===== src/rtl/ammo_sat_counter_if.sv =====
// ammo_sat_counter_if: control/status bundle between the weapons controller
// and the saturating ammunition counter.
//   up, down, load, load_max, in, rate : controller -> counter
//   out, max, empty, full              : counter -> controller
interface ammo_sat_counter_if #(
    parameter int N = 9
);
    logic         up;
    logic         down;
    logic         load;
    logic [1:0]   load_max;
    logic [N-1:0] in;
    logic [N-1:0] rate;
    logic [N-1:0] out;
    logic [N-1:0] max;
    logic         empty;
    logic         full;

    modport master (
        output up, down, load, load_max, in, rate,
        input  out, max, empty, full
    );

    modport slave (
        input  up, down, load, load_max, in, rate,
        output out, max, empty, full
    );
endinterface


===== src/rtl/ammo_sat_counter.sv =====
// ammo_sat_counter: saturating ammo count with programmable ceiling.
// Ports: clk, rst (async active-low), bus (slave: controls in, count/ceiling/flags out).
module ammo_sat_counter #(
    parameter int N = 9
) (
    input  logic                  clk,
    input  logic                  rst,
    ammo_sat_counter_if.slave     bus
);
    localparam logic [N-1:0] ZERO = '0;
    localparam logic [N-1:0] ONE  = N'(1);

    logic [N-1:0] count_q;
    logic [N-1:0] count_d;
    logic [N-1:0] max_q;
    logic [N-1:0] max_d;
    logic [N-1:0] step_val;

    logic max_ld;
    logic max_hold;
    logic sel_hold;
    logic sel_load;
    logic sel_step;
    logic sel_clr;

    // Ceiling: two-way one-hot mux {hold, load}
    assign max_ld   = (bus.load_max == 2'b01);
    assign max_hold = ~max_ld;
    assign max_d    = ({N{max_hold}} & max_q)
                    | ({N{max_ld}}   & bus.in);

    // Count: four-way one-hot mux {hold, load, step, clear}.
    // Clear covers a decrement that would reach or pass zero.
    assign sel_load = bus.load;
    assign sel_clr  = ~bus.load & bus.down & (count_q <= bus.rate);
    assign sel_step = ~bus.load
                    & ((bus.down & (count_q > bus.rate))
                    |  (~bus.down & bus.up));
    assign sel_hold = ~bus.load & ~bus.down & ~bus.up;

    // Up saturates at the current ceiling, also pulling an
    // over-ceiling count back down to it.
    always_comb begin
        step_val = count_q;
        if (bus.down)
            step_val = count_q - bus.rate;
        else if (count_q < max_q)
            step_val = count_q + ONE;
        else
            step_val = max_q;
    end

    assign count_d = ({N{sel_hold}} & count_q)
                   | ({N{sel_load}} & bus.in)
                   | ({N{sel_step}} & step_val)
                   | ({N{sel_clr}}  & ZERO);

    always_ff @(posedge clk or negedge rst) begin
        if (!rst) begin
            count_q <= '0;
            max_q   <= '0;
        end else begin
            count_q <= count_d;
            max_q   <= max_d;
        end
    end

    assign bus.out   = count_q;
    assign bus.max   = max_q;
    assign bus.empty = (count_q == ZERO);
    assign bus.full  = (count_q >= max_q);
endmodule


===== src/flat_wrapper.sv =====
// flat-port wrapper written by rule: the top's interface ports become plain ports
module ammo_sat_counter_flat 
#(
    parameter int N = 9
)
  (clk, rst, bus_up, bus_down, bus_load, bus_load_max, bus_in, bus_rate, bus_out, bus_max, bus_empty, bus_full);
  ammo_sat_counter_if #(.N(N)) bus_i ();
  input  logic clk;
  input  logic rst;
  input wire logic [$bits(bus_i.up)-1:0] bus_up;
  input wire logic [$bits(bus_i.down)-1:0] bus_down;
  input wire logic [$bits(bus_i.load)-1:0] bus_load;
  input wire logic [$bits(bus_i.load_max)-1:0] bus_load_max;
  input wire logic [$bits(bus_i.in)-1:0] bus_in;
  input wire logic [$bits(bus_i.rate)-1:0] bus_rate;
  output wire logic [$bits(bus_i.out)-1:0] bus_out;
  output wire logic [$bits(bus_i.max)-1:0] bus_max;
  output wire logic [$bits(bus_i.empty)-1:0] bus_empty;
  output wire logic [$bits(bus_i.full)-1:0] bus_full;
  assign bus_i.up = bus_up;
  assign bus_i.down = bus_down;
  assign bus_i.load = bus_load;
  assign bus_i.load_max = bus_load_max;
  assign bus_i.in = bus_in;
  assign bus_i.rate = bus_rate;
  assign bus_out = bus_i.out;
  assign bus_max = bus_i.max;
  assign bus_empty = bus_i.empty;
  assign bus_full = bus_i.full;
  ammo_sat_counter #(.N(N)) u_core (.clk(clk), .rst(rst), .bus(bus_i));
endmodule

===== config.mk =====
export PLATFORM = sky130hd
export DESIGN_NAME = ammo_sat_counter_flat
export DESIGN_NICKNAME = d
export VERILOG_FILES = /design/src/rtl/ammo_sat_counter_if.sv /design/src/rtl/ammo_sat_counter.sv /design/src/flat_wrapper.sv
export SDC_FILE = /design/constraint.sdc
export NUM_CORES = 1
export LEC_CHECK = 0
export CELL_PAD_IN_SITES_DETAIL_PLACEMENT = 0
export CELL_PAD_IN_SITES_GLOBAL_PLACEMENT = 1
export CORE_MARGIN = 8
export CORE_UTILIZATION = 36
export CTS_CLUSTER_SIZE = 24
export DETAILED_ROUTE_END_ITERATION = 7
export GPL_ROUTABILITY_DRIVEN = 0
export PLACE_DENSITY_LB_ADDON = 0.1
export SETUP_SLACK_MARGIN = 0.5
export SKIP_CTS_REPAIR_TIMING = 1
export SYNTH_ARGS = -nofsm -noshare
export SYNTH_HDL_FRONTEND = slang
export SYNTH_SLANG_ARGS = --single-unit

===== constraint.sdc =====
create_clock -name clk -period 2.8 [get_ports clk]
set_input_delay 0.42 -clock clk [delete_from_list [all_inputs] [get_ports clk]]
set_output_delay 0.42 -clock clk [all_outputs]
set_load 0.01 [all_outputs]

---- Word-level counts from Yosys, hierarchy flattened ----
Index checks and enable logic that the tools add are counted.
word-level totals
  flip-flop bits (word level) ............. 18
  output and inout port bits .............. 20
  logic and storage cells ................. 29
operators by class
  $add $sub $neg .......................... 2
  $lt $le $gt $ge ......................... 3
  eq/ne operators ......................... 1
  mux-type cells .......................... 2
  bitwise gates (word level) .............. 18
  reductions and logical operators ........ 1
operator list
  operator                                        number
  AND 9 bit                                       5
  OR 9 bit                                        3
  2-to-1 mux 9 bit                                2
  adder 9 x 1 -> 9 bit (second input constant)    1
  >= comparator 9 bit                             1
  greater-than comparator 9 bit                   1
  zero test 9 bit                                 1
  < comparator 9 bit                              1
  subtractor 9 bit                                1
  AND 1 bit                                       5
  inverter 1 bit                                  4
  == test 2 x 1 -> 1 bit (second input constant)  1
  OR 1 bit                                        1

---- Longest topological paths before layout ----
  word-level depth ........................ 6
  depth in mapped cells ................... 9
  depth with buffers taken out ............ 9

---- Least setup slack after synthesis ----
No wires, ideal clock.
  path type ............................... register to register
  from .................................... reg u_core.count_q[0], in the netlist u_core.bus.out[0]
  to ...................................... reg u_core.count_q[8], in the netlist u_core.bus.out[8]
  library setup time ...................... 0.124 ns
  data arrival time ....................... 2.025 ns
  required time ........................... 2.676 ns
  setup slack ............................. 0.650 ns
  stages on the path, launching flop included .. 10
  path buffers ............................ 0
  clock period less this slack ............ 2.150 ns
  cells stage by stage .................... dfrtp_1 inv_1 ha_1 inv_1 fa_1 nand3_1 a21oi_1 or4_1 a31oi_1 a21oi_1
on the way
  longest elaborated chain between the ends .. 6
  elaborated cells on any way between the ends .. 11
ends and longest elaborated chain
  what                           RTL line                source
  start: declaration             ammo_sat_counter.sv:13  logic [N-1:0] count_q;
  start signal: assignment       ammo_sat_counter.sv:63  count_q <= count_d;
  greater-than comparator 9 bit  ammo_sat_counter.sv:37  & ((bus.down & (count_q > bus.rate))
  AND 1 bit                      ammo_sat_counter.sv:37
  OR 1 bit                       ammo_sat_counter.sv:38  | (~bus.down & bus.up));
  AND 1 bit                      ammo_sat_counter.sv:37
  AND 9 bit (*)                  ammo_sat_counter.sv:55  | ({N{sel_step}} & step_val)
  OR 9 bit (*)                   ammo_sat_counter.sv:55
  named net u_core.count_d[8]    ammo_sat_counter.sv:14  logic [N-1:0] count_d;
The timed path passes the listed nets; every way through them passes the cells marked *.

==> impl_table.tex <==
\begin{tabular}{lr}
\hline
Metric & Value \\
\hline
\multicolumn{2}{l}{\textbf{STA}} \\
Final min period & between 2 and 2.5 ns \\
Final setup violation count & 0 \\
Final worst-path cycle share & 0.788 \\
Number of pins exceeding their max-slew limit in the final report & 0 \\
Pin slew with the least headroom to its limit & 0.882 ns \\
Setup Total Neg Slack & 0 ns \\
Unrepaired setup endpoints after global routing & yes \\
Setup skew after layout & between 0.003 and 0.004 ns \\
Slew Limit Headroom & 0.410 \\
Hold Slack & approximately 0.59 ns \\
Worst setup margin & just under 0.6 ns \\
Number of hold violations in the final report & 0 \\
Fmax & 453 MHz \\
\multicolumn{2}{l}{\textbf{Layout}} \\
Fill cell instance count of the final layout & about 460 \\
Most frequent standard cell in the layout excluding fill and tap cells & clkdlybuf4s50\_1 \\
Area growth from synthesis to final layout & 45.5\% \\
Number of diodes & 0 \\
Number of nets at the end of the flow & 310 \\
Share of the core filled with cells & 0.538 \\
Layout cells sized above 1 & 0.186 \\
Most frequent cells in the layout & clkdlybuf4s50\_1, inv\_1, buf\_4 \\
\multicolumn{2}{l}{\textbf{Synthesis}} \\
Area leader, netlist & dfrtp\_1 \\
Mapped Cells & slightly above 200 \\
Net Count, Synth & 250 \\
Warnings from Yosys & 0 \\
Synth area leaders & dfrtp\_1, ha\_1, mux2i\_1 \\
Synthesized area per cell & between 8 and 9 µm² \\
Async SR Flop Fraction & 1.00 \\
Sequential share of the synthesized area & 0.259 \\
Area fraction of the dominant cell type after synthesis & 0.259 \\
FF+latch count, synth & 18 \\
Most used flip-flop cell after synthesis & dfrtp\_1 \\
Post-synth EDFFs & 0 \\
Netlist Area Pre-Place & 0.00174 mm² \\
Netlist cell types & between 40 and 50 \\
\multicolumn{2}{l}{\textbf{Power}} \\
Static leakage & approximately 0.0012 µW \\
Overall power of the completed layout & between 1000 and 1500 µW \\
Worst ir drop on vdd & between 0.0002 and 0.0003 V \\
Power per cell area & approximately 530 mW/mm² \\
\multicolumn{2}{l}{\textbf{Detailed routing}} \\
Total via count after detailed routing & between 1,500 and 2,000 \\
Antenna-violating nets left & 0 \\
Count of routing violations after the opening detailed-route iteration & 90 \\
First-pass detailed-route iteration total & 4 \\
Total DRC errors in the routed layout & 0 \\
Total routed wirelength & 5460 µm \\
Detail-routed net length per standard cell & 17.2 µm \\
Detail-routed via count per cell & about 5.5 \\
\multicolumn{2}{l}{\textbf{Critical path}} \\
Sum of buffers and inverters on the critical path & 2 \\
Startpoint Class & register \\
Stage delay of the slowest cell on the critical path & 0.37 ns \\
List of cells traversed by the critical path & inv\_1 -> ha\_1 -> a41oi\_1 -> o21ai\_1 -> a211oi\_2 -> nand2\_1 -> dlymetal6s2s\_1 \\
Critical Path Sink Type & output port \\
Register-to-Register Setup Slack & 0.66 ns \\
Type of the worst setup path & reg -> out \\
Data arrival time of the critical path & $\sim$1.8 ns \\
Critical path peak fanout & 3 \\
CP Data Required Time & around 2.4 ns \\
Worst path top cell family by delay & compound AO/OA/AOI/OAI gates \\
Master of the slowest instance on the critical path & dfrtp\_1 \\
\multicolumn{2}{l}{\textbf{Floorplan}} \\
Horizontal die dimension & $\sim$85 µm \\
Die Y & about 85 µm \\
Number of placement rows & 25 \\
Core footprint & about 0.0047 mm² \\
I/O pins & 45 \\
Die Outline Area & roughly 0.0073 mm² \\
Effective utilization at floorplan & 0.370 \\
\multicolumn{2}{l}{\textbf{Clocking}} \\
Clock latency of the later-clocked register in the worst-skew pair & 0.26 ns \\
CTS buffer count & 3 \\
CTS tree & built \\
Clk Tree Root Cell & clkbuf\_8 \\
Number of sinks on the clock net & 18 \\
Number of H-tree branching levels & 1 \\
Maximum root-to-sink buffer count & 2 \\
Clock transition at the register clock pins on the worst setup and hold paths after CTS & about 0.07 ns \\
\multicolumn{2}{l}{\textbf{Job}} \\
Number of max-capacitance violations reported & 0 \\
\multicolumn{2}{l}{\textbf{Global route}} \\
Number of antenna violations at the first check in global routing & 0 \\
Maximum number of pins on one net before global-route repair & 19 \\
Gr ovfl total & 0 \\
Number of global-route vias before repair & 1,708 \\
Combined global-route utilization of all metal layers & 0.150 \\
First-pass GRT wire length & between 8000 and 9000 µm \\
\multicolumn{2}{l}{\textbf{Placement}} \\
Worst Setup Slack post-DPL & 0.136 ns \\
Half-perimeter wire length of the detailed placement result & approximately 4200 µm \\
Number of buffer cells added on primary ports & between 40 and 50 \\
\multicolumn{2}{l}{\textbf{Outcome}} \\
Run status & completed \\
\multicolumn{2}{l}{\textbf{Worst hold path}} \\
Tightest Hold Check Type & reg -> reg \\
\hline
\end{tabular}
[routing by layer]
layer | global-route usage | vias up | wire length, µm
met5 | 0 | - | 0
met4 | 0.0191 | 0 | 21
li1 | - | 880 | -
met1 | 0.199 | 807 | 2510
met3 | 0.0415 | 2 | 371
met2 | 0.239 | 63 | 2570
[cell type report]
| class | instances | area (µm²) | area share |
|---|---|---|---|
| Sequential cell | 18 | 457 | 0.181 |
| Timing Repair Buffer | 62 | 581 | 0.230 |
| Tap cell | 54 | 67.6 | 0.0267 |
| Clock buffer | 4 | 55.1 | 0.0218 |
| Multi-Input combinational cell | 158 | 1290 | 0.510 |
| Inverter | 21 | 78.8 | 0.0312 |
[per-stage QoR]
| step | area [µm²] | instances |
|---|---|---|
| after floorplan | 1740 | 204 |
| after global placement | 2290 | 305 |
| after detailed placement | 2290 | 305 |
| after CTS | 2340 | 309 |
| after global routing | 2530 | 317 |
| final | 2530 | 317 |
[worst paths after layout]
kind                                             startpoint                     endpoint  cells after the start
worst max-delay path                               register                     bus_full                      7
worst min-delay path                               register                     register                      1
worst max register to register  u_core.bus.out[0]$_DFF_PN0_  u_core.bus.out[8]$_DFF_PN0_                      9
worst min register to register                     register                     register                      1
max in group asynchronous                               rst  u_core.bus.out[5]$_DFF_PN0_                      1
min in group asynchronous                               rst                    async pin                      1
[kinds of logic (layout without fill, tap and decap cells)]
| logic type | Yosys count | after routing | synth area share |
|---|---|---|---|
| compound gates | 59 | 59 | 0.229 |
| fa+ha+maj | 21 | 21 | 0.156 |
| simple gates | 57 | 57 | 0.173 |
| xor+xnor | 10 | 10 | 0.0504 |
| flops | 18 | 18 | 0.259 |
| mux | 11 | 11 | 0.0648 |
| buf+inv | 28 | 87 | 0.0677 |
[worst register-to-register path, stage by stage (launching register included)]
cell,delay [ns]
dfrtp_2,0.43
inv_2,0.11
ha_1,0.18
inv_1,0.06
fa_2,0.35
nand3_1,0.10
a21oi_1,0.10
or4_1,0.48
a31oi_1,0.14
a21oi_1,0.08
[where the power goes]
part	switching, µW	internal [µW]	total (µW)
clock network	97.7	125	223
registers	40.5	300	340
logic	378	388	766
[synthesized netlist by cell type (2+ instances only)]
library cell	instances
nand3_1	7
mux2i_1	9
clkbuf_1	4
a21oi_1	10
nor2b_1	3
nand4_1	4
xor2_1	4
inv_1	21
a211oi_1	2
o221ai_1	7
nand2_1	17
a22oi_1	8
nor2_1	8
o21ai_0	14
xnor2_1	6
o211ai_1	2
or3_1	4
a21o_1	3
mux2_2	2
a31oi_1	3
ha_1	20
nor3_1	2
dfrtp_1	18
nand2b_1	3
Note: power is estimated with default switching activity, not from simulation.
